===== src/rtl/button_step_conditioner.sv =====
// Two-button front end for the 4-bit step counter: synchronise, debounce, and turn
// presses into single-cycle up/down step pulses with hold-to-repeat and a both-pressed lockout.
//
// state     | meaning
// ST_IDLE   | waiting for a fresh debounced press
// ST_FIRST  | first pulse sent, counting the initial repeat delay
// ST_REPEAT | button still held, pulsing every REPEAT_RATE cycles
module button_step_conditioner #(
    parameter int DEBOUNCE_CYCLES = 16,
    parameter int REPEAT_DELAY    = 64,
    parameter int REPEAT_RATE     = 16
) (
    input  logic clk,
    input  logic rst,
    input  logic ena,
    input  logic btn_up,
    input  logic btn_dn,
    output logic up_pulse,
    output logic dn_pulse,
    output logic up_level,
    output logic dn_level,
    output logic lockout
);

    localparam int DB_W    = $clog2(DEBOUNCE_CYCLES + 1);
    localparam int TMR_MAX = (REPEAT_DELAY > REPEAT_RATE) ? REPEAT_DELAY : REPEAT_RATE;
    localparam int TMR_W   = $clog2(TMR_MAX + 1);

    typedef enum logic [1:0] {
        ST_IDLE   = 2'd0,
        ST_FIRST  = 2'd1,
        ST_REPEAT = 2'd2
    } step_state_e;

    // bit 0 = UP channel, bit 1 = DOWN channel
    logic [1:0]       btn_raw;
    logic [1:0]       sync1_q;
    logic [1:0]       sync2_q;
    logic [1:0]       level_q;
    logic [1:0]       level_d;
    logic [1:0]       level_prev_q;
    logic [DB_W-1:0]  db_cnt_q [2];
    logic [DB_W-1:0]  db_cnt_d [2];
    logic [TMR_W-1:0] timer_q  [2];
    step_state_e      state_q  [2];
    logic [1:0]       pulse_q;
    logic             lockout_q;
    logic             allowed;

    assign btn_raw = {btn_dn, btn_up};
    assign allowed = ena & ~lockout_q & ~(&level_q);

    always_comb begin
        level_d = level_q;
        for (int c = 0; c < 2; c++) begin
            db_cnt_d[c] = '0;
            if (sync2_q[c] != level_q[c]) begin
                if (db_cnt_q[c] == DB_W'(DEBOUNCE_CYCLES - 1)) begin
                    level_d[c] = sync2_q[c];
                end else begin
                    db_cnt_d[c] = db_cnt_q[c] + DB_W'(1);
                end
            end
        end
    end

    always_ff @(posedge clk) begin
        if (rst) begin
            sync1_q <= '0;
            sync2_q <= '0;
            level_q <= '0;
            for (int c = 0; c < 2; c++) begin
                db_cnt_q[c] <= '0;
            end
        end else begin
            sync1_q <= btn_raw;
            sync2_q <= sync1_q;
            level_q <= level_d;
            for (int c = 0; c < 2; c++) begin
                db_cnt_q[c] <= db_cnt_d[c];
            end
        end
    end

    // Lockout is sticky until both buttons are fully released.
    always_ff @(posedge clk) begin
        if (rst) begin
            lockout_q <= 1'b0;
        end else if (&level_q) begin
            lockout_q <= 1'b1;
        end else if (~|level_q) begin
            lockout_q <= 1'b0;
        end
    end

    always_ff @(posedge clk) begin
        if (rst) begin
            level_prev_q <= '0;
            pulse_q      <= '0;
            for (int c = 0; c < 2; c++) begin
                state_q[c] <= ST_IDLE;
                timer_q[c] <= '0;
            end
        end else begin
            level_prev_q <= level_q;
            pulse_q      <= '0;
            for (int c = 0; c < 2; c++) begin
                if (!level_q[c] || !allowed) begin
                    state_q[c] <= ST_IDLE;
                    timer_q[c] <= '0;
                end else begin
                    case (state_q[c])
                        ST_IDLE: begin
                            // a level already high when stepping becomes allowed is not a press
                            if (!level_prev_q[c]) begin
                                pulse_q[c] <= 1'b1;
                                state_q[c] <= ST_FIRST;
                                timer_q[c] <= '0;
                            end
                        end
                        ST_FIRST: begin
                            if (timer_q[c] == TMR_W'(REPEAT_DELAY - 1)) begin
                                pulse_q[c] <= 1'b1;
                                state_q[c] <= ST_REPEAT;
                                timer_q[c] <= '0;
                            end else begin
                                timer_q[c] <= timer_q[c] + TMR_W'(1);
                            end
                        end
                        ST_REPEAT: begin
                            if (timer_q[c] == TMR_W'(REPEAT_RATE - 1)) begin
                                pulse_q[c] <= 1'b1;
                                timer_q[c] <= '0;
                            end else begin
                                timer_q[c] <= timer_q[c] + TMR_W'(1);
                            end
                        end
                        default: begin
                            state_q[c] <= ST_IDLE;
                            timer_q[c] <= '0;
                        end
                    endcase
                end
            end
        end
    end

    assign up_pulse = pulse_q[0];
    assign dn_pulse = pulse_q[1];
    assign up_level = level_q[0];
    assign dn_level = level_q[1];
    assign lockout  = lockout_q;

endmodule


===== config.mk =====
export PLATFORM = sky130hd
export DESIGN_NAME = button_step_conditioner
export DESIGN_NICKNAME = d
export VERILOG_FILES = /design/src/rtl/button_step_conditioner.sv
export SDC_FILE = /design/constraint.sdc
export NUM_CORES = 1
export LEC_CHECK = 0
export BUFFER_PORTS_ARGS = -buffer_cell sky130_fd_sc_hd__buf_4
export CORE_ASPECT_RATIO = 0.9
export CORE_MARGIN = 2
export CORE_UTILIZATION = 63
export CTS_BUF_LIST = sky130_fd_sc_hd__clkbuf_8
export CTS_CLUSTER_DIAMETER = 200
export DETAILED_ROUTE_END_ITERATION = 8
export PLACE_DENSITY = 0.91
export SLEW_MARGIN = 30
export SYNTH_ARGS = -nofsm -noshare
export SYNTH_HDL_FRONTEND = slang
export SYNTH_SLANG_ARGS = --single-unit

===== constraint.sdc =====
create_clock -name clk -period 3.9 [get_ports clk]
set_clock_uncertainty 0.1 [all_clocks]
set_input_delay 0.78 -clock clk [delete_from_list [all_inputs] [get_ports clk]]
set_output_delay 0.78 -clock clk [all_outputs]
set_load 0.02 [all_outputs]

---- After elaboration in Yosys (flattened, before gate mapping) ----
Memory sizes are Yosys's and may differ from the RTL's.
Index checks and enable logic that the tools add are counted.
operators by class
  bitwise gates (word level) .............. 28
  reductions and logical operators ........ 15
  shifts and indexed selects .............. 0
  divide/modulo/power cells ............... 0
  equal/unequal tests ..................... 13
  $add $sub $neg .......................... 4
  $mul .................................... 0
  mux-type cells .......................... 99
  $lt $le $gt $ge ......................... 0
operator list
  kind                 count
  $mux 7               14
  $mux 1               69
  $mux 5               6
  $or 1x1->1           24
  $mux 2               8
  $add 7x1->7 const B  2
  $eq 7x4->1 const B   2
  $eq 7x6->1 const B   2
  $add 5x1->5 const B  2
  $eq 5x4->1 const B   2
  $pmux 1 s3           2
  $reduce_and 2->1     3
  $reduce_or 2->1      3
  $reduce_or 3->1      2
  $eq 2x1->1 const B   2
  $eq 2x2->1 const B   2
  $logic_not 2->1      2
  $logic_not 1->1      3
  $and 1x1->1          2
  $logic_or 1x1->1     2
  $ne 1x1->1           2
  $ne 2x2->1 const B   1
  $not 1->1            2
word-level totals
  memories ................................ 3
  memory bits (read-only) ................. 0
  register bits ........................... 11
  bits in writable memories ............... 28
  logic and storage cells ................. 170
  bits in latches ......................... 0
  bits of input ports ..................... 5
  output and inout bits ................... 5
memory list
  name      words  width  read ports  clocked after memory_dff  write ports  line  RTL
  timer_q   2      7      2           0                         2            44    logic [TMR_W-1:0] timer_q [2];
  db_cnt_q  2      5      2           0                         2            42    logic [DB_W-1:0] db_cnt_q [2];
  state_q   2      2      2           0                         2            45    step_state_e state_q [2];

---- Depth between registers and ports, before layout ----
Gate-level depths: netlist of run 1.
  word-level depth ........................ 15
  mapped depth ............................ 5
  gate-level depth less buffers ........... 5

---- Worst setup path after synthesis of run 1 ----
Ideal clock, no wire load.
  path type ............................... flip-flop to flip-flop
  start ................................... reg level_q[1]
  end ..................................... mem timer_q[0][0] in the netlist's numbering (enable)
  buffers on the path ..................... 0
  setup time .............................. 289 ps
  slack ................................... 1679 ps
  arrival ................................. 1831 ps
  clock period less this slack ............ 2221 ps
  stages on the path, launching flop included .. 5
  required time ........................... 3511 ps
  cells stage by stage .................... dfxtp_1 ha_1 nor4b_4 nand3_1 or3b_1
RTL lines
  item                    line  RTL
  from (decl)             39    logic [1:0] level_q;
  from (signal assigned)  78    level_q <= level_d;
  to (decl)               44

==> impl_results.md, run 1 <==
- Outcome: complete, no violations
- R2R depth: 4
- Initial core utilization: 65.8%
- # resized after CTS: 0
- Slew @ Worst Pin: 0.626 ns
- Die H: 54.8 microns
- Port Buffer Count: 9
- Top post-synthesis cells by count: 21 x dfxtp_1, 18 x edfxtp_1, 15 x nor2_1
- Area leader, netlist: edfxtp_1
- Clock sinks: 39
- Worst VDD drop: 365 uV
- Rows: 18
- Post-Syn Area per Cell: 11.2 sq um
- Ant. Diodes: 0
- Levels on crit path: 4
- PwrDens: 381 nW/um^2
- Clock group share of total power: 43.2%
- Final WS setup: 1.49 ns
- Highest Clock Rate: 0.416 GHz
- Root Driver: clkbuf_8
- RR Endpoint: timer_q[0][2]
- Synth Cell Area: 1810 sq um
- H-tree Lvls: 2
- Comb pwr share: 1.4%
- DRT Wirelength: 3350 microns
- Final setup viols: 0
- P&R area growth vs syn: 12.1%
- Initial antenna violation count: 0
- Maxcap violations: 0
- Vias after detailed routing: 1304
- Antenna-violating nets left: 0
- Crit path buffers/inverters: 0
- Crit Reg-Reg Startpoint: level_q[1]
- Post-synth EDFFs: 18
- Count of pins over their slew limit: 0
- Via density: 6.04
- Vias in the first global route: 1222
- Fill cells: 202
- Flop2flop setup slack: 1.49 ns
- CP startpoint kind: flip-flop
- Cts bufs inserted: 5
- Most area-consuming cells after synthesis: edfxtp_1 30%, dfxtp_1 23%, ha_1 4.8%
- Leakage: 0.708 nW
- Rel. slew slack: 58.2%
- DIE WIDTH: 60.5 microns
- Internal power: 622 uW
- Min-Delay Path Class: flip-flop to flip-flop
- Critical Path RT: 3.79 ns
- Fin nets: 187
- CP max-delay cell: or3b_1
- Layout cell share with drive strength beyond 1: 14.2%
- Post CTS Setup Buffer Count: 0
- Longest Clk Path Bufs: 2
- Fin crit share: 61.7%
- WS Path Type: flip-flop to flip-flop
- Share of the yosys chip area belonging to registers: 53.1%
- # IOs: 10
- Yosys cell types: 38
- DRT Pass-1 Iters: 4
- Critical path capture point type: flip-flop
- DP Wirelength: 2300 microns
- Tot Pwr: 771 uW
- Worst-path clk slew: 0.08 ns
- Wire per inst: 15.5 microns
- Iter 0 DRT Violations: 56
- Syn Inst Count: 162
- Critical Path Max Stage Delay: 0.57 ns
- Synth warnings: 0
- Setup WS pre-CTS: 1.38 ns
- CTS tree: yes
- Hold_buf cts: 0
- Final Hold Viols: 0
- Synthesized flop and latch total: 39
- Sw power: 149 uW
- Worst-path fanout max: 8
- Flop pwr share: 55.4%
- Largest net degree at the start of global routing: 14
- Gr ovfl total: 0
- Sequential Area: 961 sq um
- Core area: 2750 sq um
- Setup TNS: 0 ns
- DRC Markers: 0
- Worst setup path endpoint: timer_q[0][2]
- GRT Overall Usage: 22.9%
- Switching part of the total: 19.3%
- Ordered cell list for the critical path: ha_1 -> nor4b_4 -> nand3_1 -> or3b_1
- Global-route wire length before repair: 5410 microns
- Gpl congestion: 0.883
- RSZ-0062 raised after global routing: false
- Worst Setup SP: level_q[1]
- Async S/R FF share, synth: 0%
- Die area: 3310 sq um
- Latest clock arrival within the worst-skew pair: 0.29 ns
- Multi-input gate area: 806 sq um
- Most frequent cell after synthesis: dfxtp_1
- Synth Flop Type: dfxtp_1
- Final Critical Period: 2.41 ns
- Area share of the largest cell type after synthesis: 29.9%
- CP arrival: 2.30 ns
- Critical path's top delay family: simple AND/OR/NAND/NOR gates
- Synthesized net count: 174
## state kept, by name, indices dropped and copies added (netlist names)
| register | count |
|---|---|
| db_cnt_q | 10 |
| lockout | 1 |
| timer_q | 14 |
| pulse_q | 2 |
| level_prev_q | 2 |
| level_q | 2 |
| sync2_q | 2 |
| state_q | 4 |
| sync1_q | 2 |
## power by group through the flow
stage          clock network [mW]  logic (mW)  registers [mW]
5_1_grt                     0.346      0.0126           0.428
2_1_floorplan                   0     0.00643           0.436
6_report                    0.333      0.0110           0.427
3_3_place_gp                    0      0.0105           0.436
4_1_cts                     0.334      0.0112           0.427
3_5_place_dp                    0      0.0110           0.437
## cell families (layout without fill, tap and decap cells)
logic type      count (synthesis)  after routing  share of synthesized area, %
xor+xnor                       12             12                          5.81
simple gates                   61             61                          19.6
flops                          39             39                          53.1
compound gates                 29             29                          12.7
fa+ha+maj                       7              7                          4.84
mux                             3              3                          1.66
buf+inv                        11             25                          2.28
## area by class of cell
| cell class | count | share of cell area, % |
|---|---|---|
| Clock inverter | 3 | 2.16 |
| Timing Repair Buffer | 9 | 3.33 |
| Clock buffer | 5 | 3.40 |
| Inverter | 8 | 1.48 |
| Sequential cell | 39 | 47.4 |
| Tap cell | 40 | 2.47 |
| Multi-Input combinational cell | 112 | 39.8 |
## worst min-delay path by stage
stage,start,end,slack (ns),cells after the start
final,sync1_q[1],sync2_q[1],0.35,1
after global routing,sync1_q[1],sync2_q[1],0.37,1
after CTS,sync1_q[1],sync2_q[1],0.36,1
after detailed placement,sync1_q[1],sync2_q[1],0.34,1
after global placement,sync1_q[0],sync2_q[0],0.32,1
after floorplan,sync1_q[0],sync2_q[0],0.31,1
## stage by stage
stage | instances | instance area (sq um) | utilization [%] | hold WS [ns]
2_1_floorplan | 162 | 1810 | - | 0.314
4_1_cts | 216 | 2030 | 73.8 | 0.357
3_5_place_dp | 208 | 1910 | 69.7 | 0.336
6_report | 216 | 2030 | 73.8 | 0.352
5_1_grt | 216 | 2030 | 73.8 | 0.370
3_3_place_gp | 208 | 1910 | 69.7 | 0.321
## layout by cell type (no fill, tap or decap), types with 2 or more instances in the layout
| cell | count |
|---|---|
| dfxtp_1 | 21 |
| edfxtp_1 | 18 |
| nor2_1 | 15 |
| nand3_1 | 9 |
| a211oi_1 | 9 |
| buf_4 | 9 |
| inv_1 | 8 |
| nor2b_1 | 8 |
| xnor2_1 | 7 |
| ha_1 | 7 |
| nand2_1 | 5 |
| o21ai_0 | 5 |
| xor2_1 | 5 |
| clkbuf_8 | 5 |
| or3_1 | 4 |
| nor4_1 | 4 |
| a221oi_1 | 4 |
| and3_1 | 3 |
| nor3_1 | 3 |
| mux2i_1 | 3 |
| nand4_1 | 2 |
| o311ai_2 | 2 |
## per-layer routing
layer,global-route usage (%),share of wire (%)
met3,5.44,5.6
met5,0,0
met1,27.2,42
met4,11.6,1.6
met2,39.1,51
No activity file was read; power rests on OpenSTA's default activity.
==> inputs of run 2 (changes only) <==
--- a/config.mk
+++ b/config.mk
@@ -8,11 +8,11 @@
 export BUFFER_PORTS_ARGS = -buffer_cell sky130_fd_sc_hd__buf_4
 export CORE_ASPECT_RATIO = 0.9
 export CORE_MARGIN = 2
-export CORE_UTILIZATION = 63
+export CORE_UTILIZATION = 62
 export CTS_BUF_LIST = sky130_fd_sc_hd__clkbuf_8
 export CTS_CLUSTER_DIAMETER = 200
 export DETAILED_ROUTE_END_ITERATION = 8
-export PLACE_DENSITY = 0.91
+export PLACE_DENSITY = 0.9
 export SLEW_MARGIN = 30
 export SYNTH_ARGS = -nofsm -noshare
 export SYNTH_HDL_FRONTEND = slang
==> constraint.sdc (replaced) <==
create_clock -name clk -period 2.4 [get_ports clk]
set_clock_uncertainty 0.1 [all_clocks]
set_input_delay 0.48 -clock clk [delete_from_list [all_inputs] [get_ports clk]]
set_output_delay 0.48 -clock clk [all_outputs]
set_load 0.02 [all_outputs]
==> impl_results.md, run 2 (synthesized netlist as in run 1, its figures left out) <==
- Gr ovfl total: 0
- Slew @ Worst Pin: 0.630 ns
- DRT Wirelength: 3170 microns
- WS Path Type: flip-flop to flip-flop
- Final WS setup: 0.316 ns
- Post CTS Setup Buffer Count: 0
- Setup WS pre-CTS: 0.286 ns
- Critical path's top delay family: simple AND/OR/NAND/NOR gates
- Switching part of the total: 17.5%
- Rows: 18
- Fill cells: 196
- Layout cell share with drive strength beyond 1: 15.1%
- Vias after detailed routing: 1311
- Longest Clk Path Bufs: 2
- Setup TNS: 0 ns
- GRT Overall Usage: 23.0%
- Highest Clock Rate: 0.480 GHz
- # IOs: 10
- Worst-path fanout max: 7
- Largest net degree at the start of global routing: 13
- CTS tree: yes
- Wire per inst: 14.5 microns
- DIE WIDTH: 60.9 microns
- H-tree Lvls: 2
- RSZ-0062 raised after global routing: false
- Sw power: 236 uW
- Critical path capture point type: flip-flop
- Hold_buf cts: 0
- Core area: 2770 sq um
- Fin crit share: 86.8%
- Critical Path Max Stage Delay: 0.55 ns
- DRT Pass-1 Iters: 4
- Ant. Diodes: 0
- Final Critical Period: 2.08 ns
- Leakage: 0.735 nW
- PwrDens: 652 nW/um^2
- Clock group share of total power: 47.2%
- Antenna-violating nets left: 0
- Commonest non-fill, non-tap cell in the layout: dfxtp_1
- Gpl congestion: 0.901
- Initial antenna violation count: 0
- Root Driver: clkbuf_8
- DRC Markers: 0
- Iter 0 DRT Violations: 48
- Global-route wire length before repair: 5640 microns
- Final setup viols: 0
- Flop pwr share: 51.5%
- CP startpoint kind: flip-flop
- Min-Delay Path Class: primary input to flip-flop
- Final Core Density: 74.7%
- Worst-path clk slew: 0.07 ns
- Fin nets: 190
- DP Wirelength: 2280 microns
- Cts bufs inserted: 5
- Outcome: complete, no violations
- Count of pins over their slew limit: 0
- Initial core utilization: 65.3%
- # resized after CTS: 0
- Die area: 3360 sq um
- Via density: 5.99
- CP arrival: 1.99 ns
- Top reg by flops: timer_q
- Internal power: 1.11 mW
- Final Hold Viols: 0
- Most frequent cells in the layout: 21 x dfxtp_1, 18 x edfxtp_1, 15 x nor2_1
- Critical Path RT: 2.31 ns
- CP max-delay cell: or3b_1
- Comb pwr share: 1.4%
- Vias in the first global route: 1324
- Max FFs per register: 14
- Worst VDD drop: 516 uV
- Maxcap violations: 0
- P&R area growth vs syn: 14.5%
- Latest clock arrival within the worst-skew pair: 0.30 ns
- Clock sinks: 39
- Ordered cell list for the critical path: ha_1 -> nor4b_4 -> nand3_1 -> or3b_1
- Crit path buffers/inverters: 0
- Port Buffer Count: 9
- Largest regs: timer_q (14), db_cnt_q (10), state_q (4)
- Rel. slew slack: 57.9%
- Die H: 55.2 microns
[run 2: cell types whose count changed in the layout (fill, tap and decap cells not counted), sizes merged]
cell	change
clkinv	-2
buf	+3
inv	+1
bufinv	+1
[run 2: path summary, 6_finish.rpt]
check / cells after the start / from / to / slack (ns)
hold / removal: 2 / btn_up / sync1_q[0] / 0.29
setup reg to reg: 4 / level_q[0] / timer_q[0][4] / 0.32
setup / recovery: 4 / level_q[0] / timer_q[0][4] / 0.32
hold reg to reg: 1 / sync1_q[1] / sync2_q[1] / 0.35
[run 2: metal layers]
layer	GRT usage [%]	routed length [microns]	up-vias
met5	0	0	-
met4	11.8	70	0
met3	7.26	239	8
met2	36.1	1590	51
met1	27.9	1260	616
li1	-	-	636
[run 2: cell type report]
type                    instances  area, sq um  area share (%)
multi-input cells             112          806            38.9
repair buffers                 12         90.1            4.35
inverters                       8         30.0            1.45
clock inverters                 3         63.8            3.08
flip-flops and latches         39          961            46.4
well taps                      40         50.0            2.42
clock buffers                   5         68.8            3.33
[run 2: metrics by stage]
step	hold slack, ns	std cells	power (mW)	instance area, sq um
after floorplan	0.314	162	0.720	1810
after global placement	0.318	211	0.728	1940
after detailed placement	0.330	211	0.728	1940
after CTS	0.279	219	1.36	2070
after global routing	0.297	219	1.38	2070
final	0.289	219	1.35	2070
[run 2: worst register-to-register path, cell delays in order, from the launching register on]
cell and delay (ns):
dfxtp_1 0.32, ha_1 0.24, nor4b_4 0.39, nand3_1 0.19
or3b_1 0.55
[run 2: power groups by stage]
| stage | Clock [mW] | Combinational, mW | Sequential, mW |
|---|---|---|---|
| 4_1_cts | 0.645 | 0.0190 | 0.694 |
| 6_report | 0.637 | 0.0186 | 0.694 |
| 5_1_grt | 0.668 | 0.0213 | 0.695 |
| 3_3_place_gp | 0 | 0.0183 | 0.709 |
| 2_1_floorplan | 0 | 0.0105 | 0.709 |
| 3_5_place_dp | 0 | 0.0190 | 0.709 |
==> inputs of run 3 (changes only) <==
==> constraint.sdc (replaced) <==
create_clock -name clk -period 2.4 [get_ports clk]
set_clock_uncertainty 0.1 [all_clocks]
set_input_delay 0.36 -clock clk [delete_from_list [all_inputs] [get_ports clk]]
set_output_delay 0.36 -clock clk [all_outputs]
set_load 0.02 [all_outputs]
==> impl_results.md, run 3 (synthesized netlist as in run 1, its figures left out) <==
- DRC Markers: 0
- Via density: 5.94
- Crit Reg-Reg Startpoint: level_q[0]
- Global-route wire length before repair: 5500 microns
- Worst-path fanout max: 7
- H-tree Lvls: 2
- Gr ovfl total: 0
- GRT busiest layer: met2
- Die area: 3360 sq um
- Final Critical Period: 2.17 ns
- # resized after CTS: 0
- Antenna-violating nets left: 0
- DRT Pass-1 Iters: 4
- Ant. Diodes: 0
- Critical path capture point type: flip-flop
- Core area: 2770 sq um
- Latest clock arrival within the worst-skew pair: 0.29 ns
- Highest Clock Rate: 0.460 GHz
- Met2 usage: 34.1%
- WHS Endpoint: sync1_q[1]
- Setup TNS: 0 ns
- RR Endpoint: timer_q[0][1]
- Layout cell share with drive strength beyond 1: 14.0%
- DP Wirelength: 2390 microns
- Flop2flop setup slack: 0.23 ns
- WS Path Type: flip-flop to flip-flop
- Maxcap violations: 0
- Final setup viols: 0
- RSZ-0062 raised after global routing: false
- PwrDens: 554 nW/um^2
- Worst-path clk slew: 0.07 ns
- Most frequent cells in the layout: 21 x dfxtp_1, 18 x edfxtp_1, 15 x nor2_1
- Critical Path RT: 2.30 ns
- Multi-input gate area: 806 sq um
- Rows: 18
- Leakage: 0.711 nW
- Cts bufs inserted: 5
- Longest Clk Path Bufs: 2
- Hold_buf cts: 0
- Count of pins over their slew limit: 0
- GRT Overall Usage: 22.4%
- Fin nets: 189
- Worst VDD drop: 692 uV
- P&R area growth vs syn: 11.2%
- Root Driver: clkbuf_8
- Hold Crit Depth: 2
- Commonest non-fill, non-tap cell in the layout: dfxtp_1
- Clock sinks: 39
- Post CTS Setup Buffer Count: 0
- Wire per inst: 14.7 microns
- Fill cells: 194
- Met1 usage: 30.0%
- Iter 0 DRT Violations: 103
- R2R depth: 4
- Worst Hold Launch: btn_dn
- Min-Delay Path Class: primary input to flip-flop
- Port Buffer Count: 9
- # IOs: 10
- Slew @ Worst Pin: 0.640 ns
- Tot Pwr: 1.11 mW
- Max FFs per register: 14
- Vias after detailed routing: 1296
- CP arrival: 2.07 ns
- CTS tree: yes
- Rel. slew slack: 57.2%
- Outcome: complete, no violations
- DIE WIDTH: 60.9 microns
- Vias in the first global route: 1245
- DRT Wirelength: 3200 microns
- Largest regs: timer_q (14), db_cnt_q (10), state_q (4)
- Largest net degree at the start of global routing: 13
- Global-route track usage on met3: 7.73%
- CP startpoint kind: flip-flop
- Gpl congestion: 0.838
- Initial core utilization: 65.3%
- Fin crit share: 90.5%
- Die H: 55.2 microns
- Top reg by flops: timer_q
- Sequential Area: 961 sq um
- Initial antenna violation count: 0
- Final Hold Viols: 0
## run 3: how the worst max path moves through the flow
| stage | to | from | depth (start not counted) | slack, ns |
|---|---|---|---|---|
| floorplan | timer_q[0][0] | level_q[1] | 4 | 0.18 |
| global placement | timer_q[0][0] | level_q[0] | 4 | 0.29 |
| detailed placement | timer_q[0][3] | level_q[0] | 4 | 0.25 |
| CTS | timer_q[0][1] | level_q[0] | 4 | 0.23 |
| global route | timer_q[0][3] | level_q[0] | 4 | 0.12 |
| finish | timer_q[0][1] | level_q[0] | 4 | 0.23 |
## run 3: where the power goes
part	switching, mW	total [mW]	internal (mW)
sequential	0.00201	0.695	0.693
clock	0.206	0.401	0.195
combinational	0.00859	0.0179	0.00926
total	0.217	1.11	0.897
## run 3: final cells by class
class | instances | area share, %
Inverter | 8 | 1.49
Tap cell | 40 | 2.49
Clock inverter | 3 | 0.622
Clock buffer | 5 | 3.42
Sequential cell | 39 | 47.8
Multi-Input combinational cell | 112 | 40.1
Timing Repair Buffer | 11 | 4.11
## run 3: routing by layer
layer / share of wire [%] / wire (microns)
met5: 0 / 0
met3: 6.8 / 217
met1: 41 / 1320
met2: 51 / 1620
met4: 1.3 / 40
## run 3: through the flow
step                      cells  setup WS (ns)  hold WS [ns]  util (%)  cell area (sq um)
after CTS                   218          0.235         0.184      72.6               2010
after floorplan             162          0.179         0.314         -               1810
final                       218          0.228         0.193      72.6               2010
after global placement      210          0.292         0.319      69.6               1930
after global routing        218          0.118         0.191      72.6               2010
after detailed placement    210          0.248         0.341      69.6               1930
## run 3: critical path, cell delays in order, from the launching register on
cell and delay, ns:
dfxtp_1 0.31, ha_1 0.23, nor4b_4 0.47, nand3_1 0.21, or3b_1 0.56
